--- config.mk ---
export PLATFORM = sky130hd
export DESIGN_NAME = icache_refill_writer_flat
export DESIGN_NICKNAME = d
export VERILOG_FILES = /design/src/rtl/icache_pkg.sv /design/src/rtl/icache_refill_writer_if.sv /design/src/rtl/refill_write_reg.sv /design/src/rtl/icache_refill_writer.sv /design/src/flat_wrapper.sv
export SDC_FILE = /design/constraint.sdc
export NUM_CORES = 1
export LEC_CHECK = 0
export ABC_AREA = 1
export ABC_CLOCK_PERIOD_IN_PS = 1950
export CORE_UTILIZATION = 38
export DETAILED_ROUTE_END_ITERATION = 16
export PLACE_DENSITY = 0.77
export SETUP_SLACK_MARGIN = 0.05
export SLEW_MARGIN = 30
export SYNTH_ARGS = -nofsm -noshare
export SYNTH_HDL_FRONTEND = slang
export SYNTH_SLANG_ARGS = --single-unit
--- constraint.sdc ---
create_clock -name clk -period 1.95 [get_ports clk]
set_clock_uncertainty 0.1 [all_clocks]
set_input_delay 0.195 -clock clk [delete_from_list [all_inputs] [get_ports clk]]
set_output_delay 0.195 -clock clk [all_outputs]
set_load 0.02 [all_outputs]
--- src/rtl/icache_pkg.sv ---
// Shared constants and FSM state encoding for the instruction-cache refill
// writer.
//
// Ports: none (package).
//   MEM_ADDR_WIDTH  backing-memory word-address width
//   ADDR_WIDTH      data-array address width, {set, word_off}
//   WORD_WIDTH      instruction word width
//   NUM_BLOCKS      number of ways (one-hot way mask width)
//   LINE_WORDS      words per line, power of two
//   OFF_BITS        log2(LINE_WORDS)
//   CNT_WIDTH       width of the beats-remaining down-counter
package icache_pkg;

  localparam int MEM_ADDR_WIDTH = 16;
  localparam int ADDR_WIDTH     = 8;
  localparam int WORD_WIDTH     = 20;
  localparam int NUM_BLOCKS     = 4;
  localparam int LINE_WORDS     = 4;
  localparam int OFF_BITS       = $clog2(LINE_WORDS);
  localparam int CNT_WIDTH      = OFF_BITS + 1;

  typedef enum logic [2:0] {
    IDLE,
    REQ,
    FILL,
    DRAIN,
    DONE
  } refill_state_e;

endpackage

--- src/rtl/icache_refill_writer_if.sv ---
// Bus bundle between the refill writer and its environment (miss source,
// backing memory, data-array write port).
//
// Modports:
//   master  the refill writer itself
//   slave   the environment driving misses, memory responses and array ready
interface icache_refill_writer_if;
  import icache_pkg::*;

  logic [MEM_ADDR_WIDTH-1:0] i_miss_addr;
  logic [NUM_BLOCKS-1:0]     i_miss_way;
  logic                      i_miss_valid;
  logic                      o_miss_ready;

  logic [MEM_ADDR_WIDTH-1:0] o_mem_addr;
  logic                      o_mem_req_valid;
  logic                      i_mem_req_ready;

  logic [WORD_WIDTH-1:0]     i_mem_rsp_data;
  logic                      i_mem_rsp_valid;
  logic                      o_mem_rsp_ready;

  logic [ADDR_WIDTH-1:0]     o_w_addr;
  logic [WORD_WIDTH-1:0]     o_w_data;
  logic                      o_w_valid;
  logic [NUM_BLOCKS-1:0]     o_w_mask;
  logic                      i_arr_ready;
  logic                      o_stop_write_clk;

  logic [WORD_WIDTH-1:0]     o_fwd_data;
  logic                      o_fwd_valid;

  logic                      o_busy;
  logic                      o_fill_done;

  modport master (
    input  i_miss_addr, i_miss_way, i_miss_valid,
    output o_miss_ready,
    output o_mem_addr, o_mem_req_valid,
    input  i_mem_req_ready,
    input  i_mem_rsp_data, i_mem_rsp_valid,
    output o_mem_rsp_ready,
    output o_w_addr, o_w_data, o_w_valid, o_w_mask, o_stop_write_clk,
    input  i_arr_ready,
    output o_fwd_data, o_fwd_valid,
    output o_busy, o_fill_done
  );

  modport slave (
    output i_miss_addr, i_miss_way, i_miss_valid,
    input  o_miss_ready,
    input  o_mem_addr, o_mem_req_valid,
    output i_mem_req_ready,
    output i_mem_rsp_data, i_mem_rsp_valid,
    input  o_mem_rsp_ready,
    input  o_w_addr, o_w_data, o_w_valid, o_w_mask, o_stop_write_clk,
    output i_arr_ready,
    input  o_fwd_data, o_fwd_valid,
    input  o_busy, o_fill_done
  );

endinterface

--- src/rtl/refill_write_reg.sv ---
// One-entry registered write stage in front of the data-array write port.
//
// Ports:
//   clk, arst              clock, async active-high reset
//   load, load_addr/data/mask  new beat to capture
//   arr_ready              array accepts the held write this cycle
//   room                   a beat may be loaded this cycle
//   w_valid/addr/data/mask held write presented to the array
module refill_write_reg
  import icache_pkg::*;
(
  input  logic                  clk,
  input  logic                  arst,
  input  logic                  load,
  input  logic [ADDR_WIDTH-1:0] load_addr,
  input  logic [WORD_WIDTH-1:0] load_data,
  input  logic [NUM_BLOCKS-1:0] load_mask,
  input  logic                  arr_ready,
  output logic                  room,
  output logic                  w_valid,
  output logic [ADDR_WIDTH-1:0] w_addr,
  output logic [WORD_WIDTH-1:0] w_data,
  output logic [NUM_BLOCKS-1:0] w_mask
);

  // A held write that the array is taking this cycle frees the slot, so a
  // new beat can overwrite it in the same cycle.
  assign room = ~w_valid | arr_ready;

  always_ff @(posedge clk or posedge arst) begin
    if (arst) begin
      w_valid <= 1'b0;
      w_addr  <= '0;
      w_data  <= '0;
      w_mask  <= '0;
    end else if (load) begin
      w_valid <= 1'b1;
      w_addr  <= load_addr;
      w_data  <= load_data;
      w_mask  <= load_mask;
    end else if (arr_ready) begin
      w_valid <= 1'b0;
    end
  end

endmodule

--- src/rtl/icache_refill_writer.sv ---
// Instruction-cache refill writer: takes one miss, issues a single burst read,
// and writes the returned LINE_WORDS beats into the victim way through a
// one-entry write register, gating the array write clock while idle.
//
// Ports:
//   clk   single clock
//   arst  asynchronous active-high reset
//   bus   icache_refill_writer_if.master: miss handshake, memory request and
//         response, array write port, critical-word forward, status
//
// Build option: ICACHE_REFILL_CRITICAL_WORD_FIRST_EN requests the missing word
// first (wrap order) and forwards the first beat on o_fwd_*. Without it the
// burst starts at offset 0 and o_fwd_* are tied to 0.
//
// state | meaning
// IDLE  | waiting for a miss, o_miss_ready high
// REQ   | burst request presented to memory
// FILL  | accepting response beats into the write register
// DRAIN | last beat accepted, waiting for the write register to empty
// DONE  | one-cycle o_fill_done pulse
module icache_refill_writer
  import icache_pkg::*;
(
  input  logic                   clk,
  input  logic                   arst,
  icache_refill_writer_if.master bus
);

`ifdef ICACHE_REFILL_CRITICAL_WORD_FIRST_EN
  localparam bit CWF_EN = 1'b1;
`else
  localparam bit CWF_EN = 1'b0;
`endif

  refill_state_e             state;
  logic [MEM_ADDR_WIDTH-1:0] mem_addr;
  logic [NUM_BLOCKS-1:0]     way;
  logic [OFF_BITS-1:0]       off;
  logic [CNT_WIDTH-1:0]      beats_left;
  logic                      miss_ready;
  logic                      mem_req_valid;
  logic                      busy;
  logic                      fill_done;
  logic [OFF_BITS-1:0]       start_off;
  logic                      beat_acc;
  logic                      w_room;
  logic                      w_valid;
  logic [ADDR_WIDTH-1:0]     w_addr;
  logic [WORD_WIDTH-1:0]     w_data;
  logic [NUM_BLOCKS-1:0]     w_mask;
  logic                      fwd_valid;
  logic [WORD_WIDTH-1:0]     fwd_data;

  assign start_off = CWF_EN ? bus.i_miss_addr[OFF_BITS-1:0] : '0;
  assign beat_acc  = (state == FILL) & bus.i_mem_rsp_valid & w_room;

  always_ff @(posedge clk or posedge arst) begin
    if (arst) begin
      state         <= IDLE;
      mem_addr      <= '0;
      way           <= '0;
      off           <= '0;
      beats_left    <= '0;
      miss_ready    <= 1'b1;
      mem_req_valid <= 1'b0;
      busy          <= 1'b0;
      fill_done     <= 1'b0;
    end else begin
      case (state)
        IDLE: begin
          if (bus.i_miss_valid) begin
            mem_addr      <= {bus.i_miss_addr[MEM_ADDR_WIDTH-1:OFF_BITS], start_off};
            way           <= bus.i_miss_way;
            miss_ready    <= 1'b0;
            mem_req_valid <= 1'b1;
            busy          <= 1'b1;
            state         <= REQ;
          end
        end
        REQ: begin
          if (bus.i_mem_req_ready) begin
            mem_req_valid <= 1'b0;
            off           <= mem_addr[OFF_BITS-1:0];
            beats_left    <= CNT_WIDTH'(LINE_WORDS);
            state         <= FILL;
          end
        end
        FILL: begin
          if (beat_acc) begin
            off        <= off + 1'b1;
            beats_left <= beats_left - 1'b1;
            if (beats_left == CNT_WIDTH'(1)) state <= DRAIN;
          end
        end
        DRAIN: begin
          if (!w_valid || bus.i_arr_ready) begin
            fill_done <= 1'b1;
            state     <= DONE;
          end
        end
        DONE: begin
          fill_done  <= 1'b0;
          busy       <= 1'b0;
          miss_ready <= 1'b1;
          state      <= IDLE;
        end
        default: begin
          fill_done     <= 1'b0;
          mem_req_valid <= 1'b0;
          busy          <= 1'b0;
          miss_ready    <= 1'b1;
          state         <= IDLE;
        end
      endcase
    end
  end

  refill_write_reg u_write_reg (
    .clk       (clk),
    .arst      (arst),
    .load      (beat_acc),
    .load_addr ({mem_addr[ADDR_WIDTH-1:OFF_BITS], off}),
    .load_data (bus.i_mem_rsp_data),
    .load_mask (way),
    .arr_ready (bus.i_arr_ready),
    .room      (w_room),
    .w_valid   (w_valid),
    .w_addr    (w_addr),
    .w_data    (w_data),
    .w_mask    (w_mask)
  );

`ifdef ICACHE_REFILL_CRITICAL_WORD_FIRST_EN
  // First beat of the burst is the missing word; present it alongside its
  // array write.
  always_ff @(posedge clk or posedge arst) begin
    if (arst) begin
      fwd_valid <= 1'b0;
      fwd_data  <= '0;
    end else if (beat_acc && (beats_left == CNT_WIDTH'(LINE_WORDS))) begin
      fwd_valid <= 1'b1;
      fwd_data  <= bus.i_mem_rsp_data;
    end else begin
      fwd_valid <= 1'b0;
      fwd_data  <= '0;
    end
  end
`else
  assign fwd_valid = 1'b0;
  assign fwd_data  = '0;
`endif

  assign bus.o_miss_ready     = miss_ready;
  assign bus.o_mem_addr       = mem_addr;
  assign bus.o_mem_req_valid  = mem_req_valid;
  assign bus.o_mem_rsp_ready  = (state == FILL) & w_room;
  assign bus.o_w_addr         = w_addr;
  assign bus.o_w_data         = w_data;
  assign bus.o_w_valid        = w_valid;
  assign bus.o_w_mask         = w_mask;
  assign bus.o_stop_write_clk = ~w_valid;
  assign bus.o_fwd_valid      = fwd_valid;
  assign bus.o_fwd_data       = fwd_data;
  assign bus.o_busy           = busy;
  assign bus.o_fill_done      = fill_done;

endmodule

--- src/flat_wrapper.sv ---
// flat-port wrapper written by rule: the top's interface ports become plain ports
module icache_refill_writer_flat import icache_pkg::*;
  (clk, arst, bus_i_miss_addr, bus_i_miss_way, bus_i_miss_valid, bus_o_miss_ready, bus_o_mem_addr, bus_o_mem_req_valid, bus_i_mem_req_ready, bus_i_mem_rsp_data, bus_i_mem_rsp_valid, bus_o_mem_rsp_ready, bus_o_w_addr, bus_o_w_data, bus_o_w_valid, bus_o_w_mask, bus_o_stop_write_clk, bus_i_arr_ready, bus_o_fwd_data, bus_o_fwd_valid, bus_o_busy, bus_o_fill_done);
  icache_refill_writer_if bus_i ();
  input  logic clk;
  input  logic arst;
  input wire logic [$bits(bus_i.i_miss_addr)-1:0] bus_i_miss_addr;
  input wire logic [$bits(bus_i.i_miss_way)-1:0] bus_i_miss_way;
  input wire logic [$bits(bus_i.i_miss_valid)-1:0] bus_i_miss_valid;
  output wire logic [$bits(bus_i.o_miss_ready)-1:0] bus_o_miss_ready;
  output wire logic [$bits(bus_i.o_mem_addr)-1:0] bus_o_mem_addr;
  output wire logic [$bits(bus_i.o_mem_req_valid)-1:0] bus_o_mem_req_valid;
  input wire logic [$bits(bus_i.i_mem_req_ready)-1:0] bus_i_mem_req_ready;
  input wire logic [$bits(bus_i.i_mem_rsp_data)-1:0] bus_i_mem_rsp_data;
  input wire logic [$bits(bus_i.i_mem_rsp_valid)-1:0] bus_i_mem_rsp_valid;
  output wire logic [$bits(bus_i.o_mem_rsp_ready)-1:0] bus_o_mem_rsp_ready;
  output wire logic [$bits(bus_i.o_w_addr)-1:0] bus_o_w_addr;
  output wire logic [$bits(bus_i.o_w_data)-1:0] bus_o_w_data;
  output wire logic [$bits(bus_i.o_w_valid)-1:0] bus_o_w_valid;
  output wire logic [$bits(bus_i.o_w_mask)-1:0] bus_o_w_mask;
  output wire logic [$bits(bus_i.o_stop_write_clk)-1:0] bus_o_stop_write_clk;
  input wire logic [$bits(bus_i.i_arr_ready)-1:0] bus_i_arr_ready;
  output wire logic [$bits(bus_i.o_fwd_data)-1:0] bus_o_fwd_data;
  output wire logic [$bits(bus_i.o_fwd_valid)-1:0] bus_o_fwd_valid;
  output wire logic [$bits(bus_i.o_busy)-1:0] bus_o_busy;
  output wire logic [$bits(bus_i.o_fill_done)-1:0] bus_o_fill_done;
  assign bus_i.i_miss_addr = bus_i_miss_addr;
  assign bus_i.i_miss_way = bus_i_miss_way;
  assign bus_i.i_miss_valid = bus_i_miss_valid;
  assign bus_o_miss_ready = bus_i.o_miss_ready;
  assign bus_o_mem_addr = bus_i.o_mem_addr;
  assign bus_o_mem_req_valid = bus_i.o_mem_req_valid;
  assign bus_i.i_mem_req_ready = bus_i_mem_req_ready;
  assign bus_i.i_mem_rsp_data = bus_i_mem_rsp_data;
  assign bus_i.i_mem_rsp_valid = bus_i_mem_rsp_valid;
  assign bus_o_mem_rsp_ready = bus_i.o_mem_rsp_ready;
  assign bus_o_w_addr = bus_i.o_w_addr;
  assign bus_o_w_data = bus_i.o_w_data;
  assign bus_o_w_valid = bus_i.o_w_valid;
  assign bus_o_w_mask = bus_i.o_w_mask;
  assign bus_o_stop_write_clk = bus_i.o_stop_write_clk;
  assign bus_i.i_arr_ready = bus_i_arr_ready;
  assign bus_o_fwd_data = bus_i.o_fwd_data;
  assign bus_o_fwd_valid = bus_i.o_fwd_valid;
  assign bus_o_busy = bus_i.o_busy;
  assign bus_o_fill_done = bus_i.o_fill_done;
  icache_refill_writer u_core (.clk(clk), .arst(arst), .bus(bus_i));
endmodule
=== Yosys cells after proc, flatten, opt, wreduce, memory -nomap -nowiden ===
Index checks and enable logic that the tools add are counted.

* Bits in registers: 63
* Bits of input ports: 46
* Output and inout bits: 76
* Logic and storage cells: 69

* Add/sub/neg operators: 2
* Eq/ne operators: 10
* Multiplexer cells: 22
* Bitwise operators: 8
* Reduce and logical (&&, ||, !) cells: 14

{| class="wikitable"
|+ Operators with widths
! kind !! number
|-
| 2-to-1 mux 3 bit || 7
|-
| case mux 3 bit (4 select lines) || 1
|-
| OR reduction 3 bit || 3
|-
| equality test 3 x 1 -> 1 bit (second input constant) || 2
|-
| equality test 3 x 2 -> 1 bit (second input constant) || 2
|-
| 2-to-1 mux 1 bit || 6
|-
| != test 2 bit (second input constant) || 3
|-
| case mux 1 bit (2 select lines) || 3
|-
| case mux 3 bit (2 select lines) || 1
|-
| AND reduction 2 bit || 3
|-
| AND reduction 3 bit || 2
|-
| AND reduction 5 bit || 1
|-
| 2-to-1 mux 2 bit || 2
|-
| != test 2 x 1 -> 1 bit (second input constant) || 2
|-
| inverter 1 bit || 4
|-
| case mux 2 bit (2 select lines) || 1
|-
| nonzero test 2 bit || 2
|-
| AND 1 bit || 3
|-
| equality test 3 bit (second input constant) || 1
|-
| logical NOT 3 bit || 1
|-
| case mux 1 bit (3 select lines) || 1
|-
| subtractor 3 x 1 -> 3 bit (second input constant) || 1
|-
| adder 2 x 1 -> 2 bit (second input constant) || 1
|-
| logical NOT 1 bit || 1
|-
| other kinds (2) || 2
|}

=== Logic depth before layout (Yosys ltp) ===
* Depth in word-level cells: 5
* Gate-level depth with buffers: 10
* Gate-level depth less buffers: 9

=== Modules after synthesis ===
A second synthesis with hierarchy kept.

* Cell total of the unflattened synthesis: 324
* Area, all modules: 2925.3 um2

{| class="wikitable"
|+ Modules (own cells, without submodules)
! module !! instances !! cells each !! area each (um2) !! seq. area each (um2)
|-
| icache_refill_writer || 1 || 183 || 1595.3 || 752.0
|-
| refill_write_reg || 1 || 141 || 1330.0 || 825.8
|}

=== Least setup slack after synthesis ===
OpenSTA, ideal clock, no wires.

* Kind: reg2reg
* Start point: register u_core.u_write_reg.w_valid
* End point: register u_core.off[1]
* Setup time: 0.117 ns
* Arrival time: 1.323 ns
* Required time: 1.733 ns
* Slack: 0.410 ns
* Cell stages (with the launch flop): 10
* Buffers on the path: 1
* Period minus slack after synthesis: 1.540 ns
* Cell sequence: dfrtp_1 > nand2_1 > inv_1 > nor2_4 > nand2_2 > inv_2 > buf_6 > nand2_1 > nand3_1 > nand2_1

* Cells in the longest elaborated chain, start to end: 5

{| class="wikitable"
|+ Ends and longest elaborated chain
! what !! RTL line !! text
|-
| start: declaration || refill_write_reg.sv:20 || <nowiki>output logic w_valid,</nowiki>
|-
| start signal: assignment || refill_write_reg.sv:32 || <nowiki>w_valid <= 1'b0;</nowiki>
|-
| start signal: assignment || refill_write_reg.sv:37 || <nowiki>w_valid <= 1'b1;</nowiki>
|-
| start signal: assignment || refill_write_reg.sv:42 || <nowiki>w_valid <= 1'b0;</nowiki>
|-
| inverter 1 bit || refill_write_reg.sv:28 || <nowiki>assign room = ~w_valid | arr_ready;</nowiki>
|-
| OR 1 bit || refill_write_reg.sv:28 ||
|-
| AND 1 bit || icache_refill_writer.sv:55 || <nowiki>assign beat_acc = (state == FILL) & bus.i_mem_rsp_valid & w_room;</nowiki>
|-
| != test 2 x 1 -> 1 bit (no source line) || n/a ||
|-
| AND reduction 3 bit (no source line) || n/a ||
|-
| end signal: assignment || icache_refill_writer.sv:83 || <nowiki>off <= mem_addr[OFF_BITS-1:0];</nowiki>
|-
| end signal: assignment || icache_refill_writer.sv:90 || <nowiki>off <= off + 1'b1;</nowiki>
|-
| end: declaration || icache_refill_writer.sv:38 || <nowiki>logic [OFF_BITS-1:0] off;</nowiki>
|}

Every way passes these cells.
A chain may end at the register's enable or synchronous reset.

=== Worst setup path after layout ===
* Start point: register u_core.miss_ready, in the netlist u_core.bus.o_miss_ready
* End point: output bus_o_miss_ready

{| class="wikitable"
|+ RTL lines
! what !! RTL line !! text
|-
| start: declaration || icache_refill_writer.sv:40 || <nowiki>logic miss_ready;</nowiki>
|-
| start signal: assignment || icache_refill_writer.sv:64 || <nowiki>miss_ready <= 1'b1;</nowiki>
|-
| start signal: assignment || icache_refill_writer.sv:74 || <nowiki>miss_ready <= 1'b0;</nowiki>
|-
| start signal: assignment || icache_refill_writer.sv:104 || <nowiki>miss_ready <= 1'b1;</nowiki>
|-
| end: declaration || flat_wrapper.sv:10 || <nowiki>output wire logic [$bits(bus_i.o_miss_ready)-1:0] bus_o_miss_ready;</nowiki>
|}

No word-level cell between the ends.

==> flow_summary.yaml <==
floorplanning:
  ios: 122
  fp.dieArea_sq_um: 7560
  num_rows: 30
  die_w_um: 87.0
  core_region_area_sq_um: 6870
  die_h_um: 87.0
  floorplan.initialDensity_pct: 39.9
synthesis:
  synth_compound_area_share_pct: 3.74
  synth_top_family_by_area: "simple AND/OR/NAND/NOR gates"
  ys_seq_area_share_pct: 57.5
  yosysTopAreaCellShare_pct: 56.6
  syn-instance-count: 318
  synth-simple-area-share_pct: 25.8
  synthAdderAreaFrac_pct: 0.912
  yosysTopAreaCell: "dfrtp_1"
  yosysWarnings: 0
  muxShareOfSynthArea_pct: 0
  synth_area_leaders: "dfrtp_1 57%, nand2_1 18%, buf_4 6.3%"
  synth.avg_cell_area_sq_um: 8.62
  ys_ff_latch: 63
  synthesis.area_sq_um: 2740
  synthXorXnorAreaFrac_pct: 0.319
  ys_types: 24
worst_hold_path:
  hold_depth: 3
  hold_start: "bus_i_mem_rsp_data[16]"
  min_to: "u_core.u_write_reg.w_data[16]"
  hp-class: "primary input to flip-flop"
detailed_routing:
  wirelength_um: 6090
  drtIter0Drc: 99
  antenna_left: 0
  vias: 2286
  detail_route.vias_per_cell: 4.34
  drt_first_pass_iters: 4
  drc: 0
  routedWlPerCell_um: 11.6
critical_path:
  start_kind: "flip-flop"
  arrival_ns: 1.46
  critical_path_required_ns: 1.65
  path_depth: 1
  crit_fanout: 2
  r2r-start: "u_core.state[0]"
  r2r_slack_ns: 0.40
  r2r-end: "u_core.off[1]"
  path_delay_family: "buffers and inverters"
  crit_buf_inv: 1
  crit_path_cell_trace: "clkdlybuf4s50_1"
  crit_path_end_kind: "primary output"
  worst_path_largest_cell_delay_ns: 0.61
  critPathKind: "flip-flop to primary output"
  critical-path-slowest-cell: "clkdlybuf4s50_1"
  r2r_cells: 8
grt:
  grt_pass1_vias: 2156
  grt_overflow: 0
  antenna_found_initial: 0
  grt_pass1_wl_um: 9670
  grt_max_degree: 55
  grtUsageTotal_pct: 16.7
sta:
  min_period_ns: 1.76
  hold_viol: 0
  setup_viol: 0
  rsz0062_at_grt: "false"
  final.setup.tns_ns: 0
  finalCritPeriodShare_pct: 90.2
  fmax_mhz: 568
  slew_viol_final: 0
place:
  place_congestion: 0.839
  port_buffers: 96
  place_inst: 510
  hpwl_um: 4400
pwr:
  vdd_drop_max_uv: 751
  power_density_nw_per_um2: 1620
  power.leakage_nw: 2.02
cts:
  root_buffer: "clkbuf_8"
  clock-sinks: 63
  cts_buffers: 9
  htree_levels: 3
  postCtsSetupRepairBufs: 0
  cts_tree: "yes"
  clkTransAtPathRegs_ns: 0.06
  cts_max_path_buffers: 2
  clk_latency_ns: 0.33
job:
  maxCapViolCount: 0
finish:
  synthToLayoutAreaGrowth_pct: 45.3
  drive_gt1_share_pct: 8.35
  num_antenna_cells: 0
  fin_nets: 474
  fillCellCount: 653
  finalNonFillerCells: 527
run_status:
  status: "complete, no violations"
==> timing repair <==
| item | 4_1_cts | 5_1_grt |
|---|---|---|
| resized for setup | 1 | 2 |
| setup endpoints to repair | 1 | 1 |
| hold buffers | 1 | 0 |
| endpoints found under the hold margin | 9 | 0 |
==> synth_stat cells <==
cell type,instances
nand2_2,2
buf_4,23
buf_6,2
dfrtp_1,62
clkinv_1,1
dfstp_2,1
inv_2,1
xor2_1,1
nor2_2,2
o21ai_0,12
nor3_1,1
o22ai_1,1
nand3_1,19
conb_1,1
a31oi_1,1
ha_1,2
nand2_1,135
nor2_4,1
nand4_1,2
buf_2,7
clkbuf_1,2
nor2_1,14
inv_1,19
a21oi_1,6
==> state kept, by name (all words and copies together), names as in the netlist <==
register                    flops
u_core.u_write_reg.w_data      20
u_core.state                    3
u_core.u_write_reg.w_valid      1
u_core.bus.o_mem_req_valid      1
u_core.off                      2
u_core.bus.o_fill_done          1
u_core.beats_left               3
u_core.u_write_reg.w_mask       4
u_core.bus.o_busy               1
u_core.way                      4
u_core.bus.o_miss_ready         1
u_core.bus.o_mem_addr          14
u_core.u_write_reg.w_addr       8
==> layout by cell type, fill, tap and decap left out, drive strengths merged <==
cell	n
nand2	137
clkdlybuf4s50	95
dfrtp	62
conb	23
inv	20
nand3	19
nor2	17
clkbuf	14
o21ai	12
buf	12
a21oi	6
clkinv	3
nand4	2
ha	2
o22ai	1
nor3	1
a31oi	1
xor2	1
bufinv	1
dlygate4sd3	1
dfstp	1
==> cell type report <==
class,instances,area (sq um),share of cell area (%)
Clock buffer,13,169,4.24
Clock inverter,3,40.0,1.00
Inverter,21,78.8,1.98
Multi-Input combinational cell,222,931,23.4
Sequential cell,63,1580,39.6
Tap cell,96,120,3.01
Timing Repair Buffer,109,1070,26.8
==> logic make-up after synthesis <==
| logic type | Yosys count |
|---|---|
| flip-flops | 63 |
| other | 1 |
| XOR/XNOR | 1 |
| adder cells (fa/ha/maj) | 2 |
| AO/OA/AOI/OAI | 20 |
| AND/OR/NAND/NOR | 176 |
| buffers and inverters | 55 |
==> through the flow <==
stage | total power [mW] | setup slack, ns | area [sq um] | hold slack [ns] | util, %
after global routing | 6.92 | 0.147 | 3990 | 0.305 | 58.0
final | 6.47 | 0.191 | 3990 | 0.302 | 58.0
after global placement | 5.26 | 0.0535 | 3770 | 0.349 | 54.9
after floorplan | 3.96 | 0.0869 | 2830 | 0.205 | -
after detailed placement | 5.35 | 0.0606 | 3770 | 0.357 | 54.9
after CTS | 6.55 | 0.113 | 3990 | 0.292 | 58.1
==> how the worst max path moves through the flow <==
stage	from	end	slack [ns]
2_1_floorplan	arst	u_core.beats_left[0]	0.09
3_3_place_gp	bus_i_arr_ready	bus_o_mem_rsp_ready	0.05
3_5_place_dp	bus_i_arr_ready	bus_o_mem_rsp_ready	0.06
4_1_cts	u_core.state[0]	bus_o_mem_rsp_ready	0.11
5_1_grt	u_core.bus.o_miss_ready	bus_o_miss_ready	0.15
6_report	u_core.bus.o_miss_ready	bus_o_miss_ready	0.19
==> power breakdown <==
part / leakage, nW / switching, mW / internal [mW]
logic: 1.13 / 1.68 / 1.36
registers: 0.783 / 0.351 / 1.90
clock network: 0.109 / 0.475 / 0.691
total: 2.02 / 2.51 / 3.96
==> per-layer routing <==
metal | wire length [um] | global-route usage (%) | up-vias
met3 | 454 | 4.93 | 12
met2 | 2960 | 27.9 | 86
li1 | - | - | 1150
met4 | 99 | 7.73 | 0
met1 | 2580 | 19.9 | 1038
met5 | 0 | 0 | -
Power figures use the tool's default switching activity.
==> RTL change 1, RTL diff (config.mk and constraints unchanged) <==
Add a define of `ICACHE_REFILL_CRITICAL_WORD_FIRST_EN`.
--- a/src/rtl/icache_refill_writer.sv
+++ b/src/rtl/icache_refill_writer.sv
@@ -18,6 +18,8 @@
 // FILL  | accepting response beats into the write register
 // DRAIN | last beat accepted, waiting for the write register to empty
 // DONE  | one-cycle o_fill_done pulse
+`define ICACHE_REFILL_CRITICAL_WORD_FIRST_EN
+
 module icache_refill_writer
   import icache_pkg::*;
 (
Formal check against the unedited RTL: not equivalent (a bounded check fails within 4 cycles, from zero or initial values and one cycle with arst high).
==> RTL change 1 against the original RTL <==
- wire length rose by 25%
- area after synthesis rose by 25%
- count of clock-buffer cells in the layout fell by 1
- total power rose by 22%
- sequential cell count rose by 23
- worst hold slack got worse by 0.10 ns
- cell count rose by 15%
- design area rose by 27%
- clock power rose by 14%
- global-route usage rose by 0.53 points
- worst setup slack got worse by 0.069 ns
- largest power group unchanged
==> RTL change 1: results <==
outcome:
  status: "finished clean"
clock_network:
  clk-insertion-delay-late_ns: 0.34
  clockBufferDepth: 2
  holdBufCountCts: 0
  cts_made_buffers: 9
  cts_max_level: 3
  clockRootBuffer: "clkbuf_8"
  clk_pin_slew_ns: 0.08
  cts_setup_buffers: 0
setup_path:
  reg2reg_to: "u_core.beats_left[2]$_DFFE_PP0P_"
  rrSetupSlack_ns: 0.26
  reg2reg_from: "u_core.state[0]$_DFFE_PP0P_"
  cp_data_arrival_time_ns: 1.53
  crit_path_end: "bus_o_mem_rsp_ready"
  cp-start-kind: "flop"
  r2r_cells: 8
  max_stage_delay_ns: 0.47
  critPathSlowestCell: "dfrtp_2"
  cp_max_fo: 9
placed_design:
  port_buffers: 121
  placed_cell_area_mm2: 0.00485
  dp_hpwl_um: 5590
  place_congestion: 0.848
  dpl.cell_count: 589
cells_and_area:
  finalNonFillerCells: 604
  drive_gt1_share_pct: 9.48
  fillers: 786
  diodes: 0
  num-nets-final: 541
timing:
  worstMarginPinSlew_ns: 0.468
yosys:
  yosys-top-cells-count: "nand2_1, dfrtp_1, inv_1"
  synth_xor_area_share_pct: 0.510
  synth_ff_type: "dfrtp_1"
  synthMuxAreaShare_pct: 0
  ys_warn_count: 0
  async_flop_share_pct: 100
  synthCells: 359
  seq_area_frac_synth_pct: 62.7
  synth_compound_area_share_pct: 5.68
  ys_types: 25
  syn_nets: 408
  yosys-top-cells-area: "dfrtp_1, nand2_1, inv_1"
  synthAdderAreaFrac_pct: 1.09
routing:
  dr.pass1.iters: 4
  drtIter0Drc: 85
  viasPerCell: 4.49
  wl_um: 7600
pwr:
  p_leak_nw: 2.51
  power_density_mw_per_mm2: 1560
  ir_worst_vdd_uv: 779
min_path:
  min_path_type: "primary input to async pin"
global_route:
  grt_pass1_vias: 2788
  antenna_found_initial: 0
  grt_pass1_wl_um: 13200
  grt_use_total_pct: 17.3
  grt_start_max_net_pins: 87
## RTL change 1: cell count changes after synthesis, sizes merged, moves of 7 or more
cell / unedited run / this run
o21ai: 12 / 36
dfrtp: 62 / 85
nand2: 137 / 130
nand3: 19 / 8
buf: 32 / 8
nor2: 17 / 35
inv: 20 / 44
## RTL change 1: kinds of logic (layout without fill, tap and decap cells)
| logic type | after synthesis | count (layout) |
|---|---|---|
| compound gates | 38 | 38 |
| xor+xnor | 2 | 2 |
| buf+inv | 54 | 191 |
| flops | 86 | 86 |
| simple gates | 176 | 176 |
| fa+ha+maj | 3 | 3 |
## RTL change 1: cell type report
type | instances | share of cell area (%)
Sequential cell | 86 | 42.6
Tap cell | 108 | 2.67
Multi-Input combinational cell | 219 | 20.9
Clock buffer | 12 | 2.87
Inverter | 44 | 3.39
Clock inverter | 3 | 1.36
Timing Repair Buffer | 132 | 26.3
## RTL change 1: worst min-delay path by stage
stage	from	cells after the start	endpoint	slack [ns]
finish	arst	3	u_core.bus.o_fwd_data[1]$_DFF_PP0_	0.20
global route	arst	3	u_core.bus.o_fwd_data[1]$_DFF_PP0_	0.26
CTS	arst	3	u_core.bus.o_fwd_data[1]$_DFF_PP0_	0.24
detailed placement	u_core.bus.o_mem_addr[14]$_DFFE_PP0P_	2	u_core.bus.o_mem_addr[14]$_DFFE_PP0P_	0.36
global placement	u_core.bus.o_mem_addr[14]$_DFFE_PP0P_	2	u_core.bus.o_mem_addr[14]$_DFFE_PP0P_	0.36
floorplan	bus_i_miss_way[3]	2	u_core.way[3]$_DFFE_PP0P_	0.21
## RTL change 1: timing repair
action / in CTS / in global routing
pin swaps: 0 / 0
endpoints found under the setup margin: 1 / 1
gates resized for setup: 1 / 1
## RTL change 1: metal layers
layer	global-route usage [%]	vias up	share of wire, %
li1	-	1353	-
met5	0	-	0
met4	6.20	0	1.1
met3	3.67	12	5.1
met2	29.8	93	50
met1	21.3	1256	44
## RTL change 1: power breakdown
group	leakage (nW)	internal (mW)	switching, mW
logic	1.31	1.64	2.03
registers	1.10	2.46	0.435
clock network	0.107	0.754	0.581
total	2.51	4.86	3.05
## RTL change 1: critical path: cells and delay by family (launching register included)
kind | cells | cell delay, ns
AND/OR/NAND/NOR | 3 | 0.39
flip-flops | 1 | 0.47
buffers and inverters | 1 | 0.34
## RTL change 1: per-stage QoR
step | hold WS, ns | setup slack, ns
finish | 0.203 | 0.122
global route | 0.255 | 0.0534
detailed placement | 0.363 | 0.0730
global placement | 0.357 | 0.0745
floorplan | 0.212 | 0.381
CTS | 0.243 | 0.0721
==> RTL change 2, RTL diff (same settings) <==
Made on the original files. Re-encode `refill_state_e` (5 states) as one-hot, 5 bits wide.
--- a/src/rtl/icache_pkg.sv
+++ b/src/rtl/icache_pkg.sv
@@ -19,12 +19,12 @@
   localparam int OFF_BITS       = $clog2(LINE_WORDS);
   localparam int CNT_WIDTH      = OFF_BITS + 1;
 
-  typedef enum logic [2:0] {
-    IDLE,
-    REQ,
-    FILL,
-    DRAIN,
-    DONE
+  typedef enum logic [4:0] {
+    IDLE  = 5'b00001,
+    REQ   = 5'b00010,
+    FILL  = 5'b00100,
+    DRAIN = 5'b01000,
+    DONE  = 5'b10000
   } refill_state_e;
 
 endpackage
Formal check against the unedited RTL: no difference found for any inputs over 10 cycles, from zero or initial values and one cycle with arst high; not proved beyond that.
==> RTL change 2 against the original RTL <==
- wire length decreased by 3.3%
- design area rose by 2.6%
- cell count increased by 2.1%
- area after synthesis is 4.7% higher
- largest cell class unchanged
- global-route usage fell by 0.48 points
- total power decreased by 4.1%
- register-to-register slack lost 0.03 ns
- clock power up 10%
- worst setup slack worse by 0.051 ns
- sequential share of layout area up 0.24 points
- critical path type unchanged
- sequential cell count is 2 higher
==> RTL change 2: results <==
pwr:
  power_mw: 6.20
  p_leak_nw: 2.08
  ir_worst_vdd_uv: 809
  swShare_pct: 37.3
clock_network:
  cts_setup_buffers: 0
  cts_made_buffers: 9
  clk_pin_slew_ns: 0.08
yosys:
  seq_area_frac_synth_pct: 56.8
  async_flop_share_pct: 100
  yosys-top-cells-count: "nand2_1, dfrtp_1, inv_1"
  ys_types: 24
setup_path:
  cp_max_fo: 6
  max_stage_delay_ns: 0.42
  crit_family: "buffers and inverters"
  cp_data_arrival_time_ns: 1.52
  critPathSlowestCell: "dfrtp_1"
outcome:
  status: "finished clean"
global_route:
  top_usage_layer: "met2"
  gr-usage-met1_pct: 19.7
  grtUsageMet3_pct: 4.06
  grt_start_max_net_pins: 66
  met2_usage_pct: 27.1
  grt_pass1_wl_um: 9720
  grt_use_total_pct: 16.3
placed_design:
  dp_hpwl_um: 4230
  place_ws_ns: 0.158
  place_congestion: 0.821
routing:
  drtIter0Drc: 122
  vias: 2311
cells_and_area:
  drive_gt1_share_pct: 8.66
  num-nets-final: 482
min_path:
  min_path_type: "primary input to async pin"
[RTL change 2: area by class of cell]
| class | count | area, µm² |
|---|---|---|
| Clock buffer | 11 | 151 |
| Fill cell | 682 | 3200 |
| Multi-Input combinational cell | 225 | 967 |
| Clock inverter | 5 | 77.6 |
| Sequential cell | 65 | 1630 |
| Tap cell | 99 | 124 |
| Timing Repair Buffer | 103 | 1020 |
| Inverter | 30 | 116 |
[RTL change 2: path summary, 6_finish.rpt]
| check | from | cells past startpoint | endpoint | slack (ns) |
|---|---|---|---|---|
| setup / recovery | u_core.state[4]$_DFFE_PP0P_ | 4 | bus_o_mem_rsp_ready | 0.14 |
| hold / removal | arst | 3 | u_core.beats_left[1]$_DFFE_PP0P_ | 0.19 |
| setup reg to reg | u_core.state[0]$_DFFE_PP1P_ | 7 | u_core.bus.o_mem_addr[4]$_DFFE_PP0P_ | 0.37 |
| hold reg to reg | u_core.bus.o_fill_done$_DFFE_PP0P_ | 2 | u_core.bus.o_fill_done$_DFFE_PP0P_ | 0.37 |
| max in group asynchronous | arst | 3 | u_core.state[0]$_DFFE_PP1P_ | 1.23 |
| min in group clk | bus_i_mem_rsp_data[1] | 3 | u_core.u_write_reg.w_data[1]$_DFFE_PP0P_ | 0.29 |
[RTL change 2: power groups by stage]
stage          logic, mW  registers [mW]  clock network (mW)
2_1_floorplan       1.04            2.75                   0
3_3_place_gp        2.65            2.23                   0
3_5_place_dp        2.72            2.25                   0
4_1_cts             2.72            2.24                1.32
5_1_grt             2.97            2.29                1.37
6_report            2.68            2.23                1.29
[RTL change 2: routing by layer]
layer	routed length, µm	vias up
li1	-	1163
met1	2670	1062
met2	2820	76
met3	294	10
met4	110	0
met5	0	-
[RTL change 2: stage by stage]
stage               hold WS (ns)  cells  area [µm²]
floorplan                  0.205    353        2960
global placement           0.354    522        3860
detailed placement         0.358    522        3860
CTS                        0.207    538        4090
global route               0.241    538        4090
finish                     0.191    538        4090
[RTL change 2: kinds of logic after synthesis]
group | synth area share, %
AOI/OAI and AO/OA | 3.97
xor gates and xnor gates | 0.610
adders and majority gates | 0.872
buffers and inverters | 12.4
DFF | 56.8
other | 0.131
and+or+nand+nor | 25.2
[RTL change 2: worst register-to-register path, stage by stage (launching register included)]
cell and delay, ns:
dfstp_2 0.57, inv_2 0.04, nor2_2 0.08, nand3_2 0.09
nor2_2 0.13, buf_4 0.28, nand2_1 0.09, o21ai_0 0.10
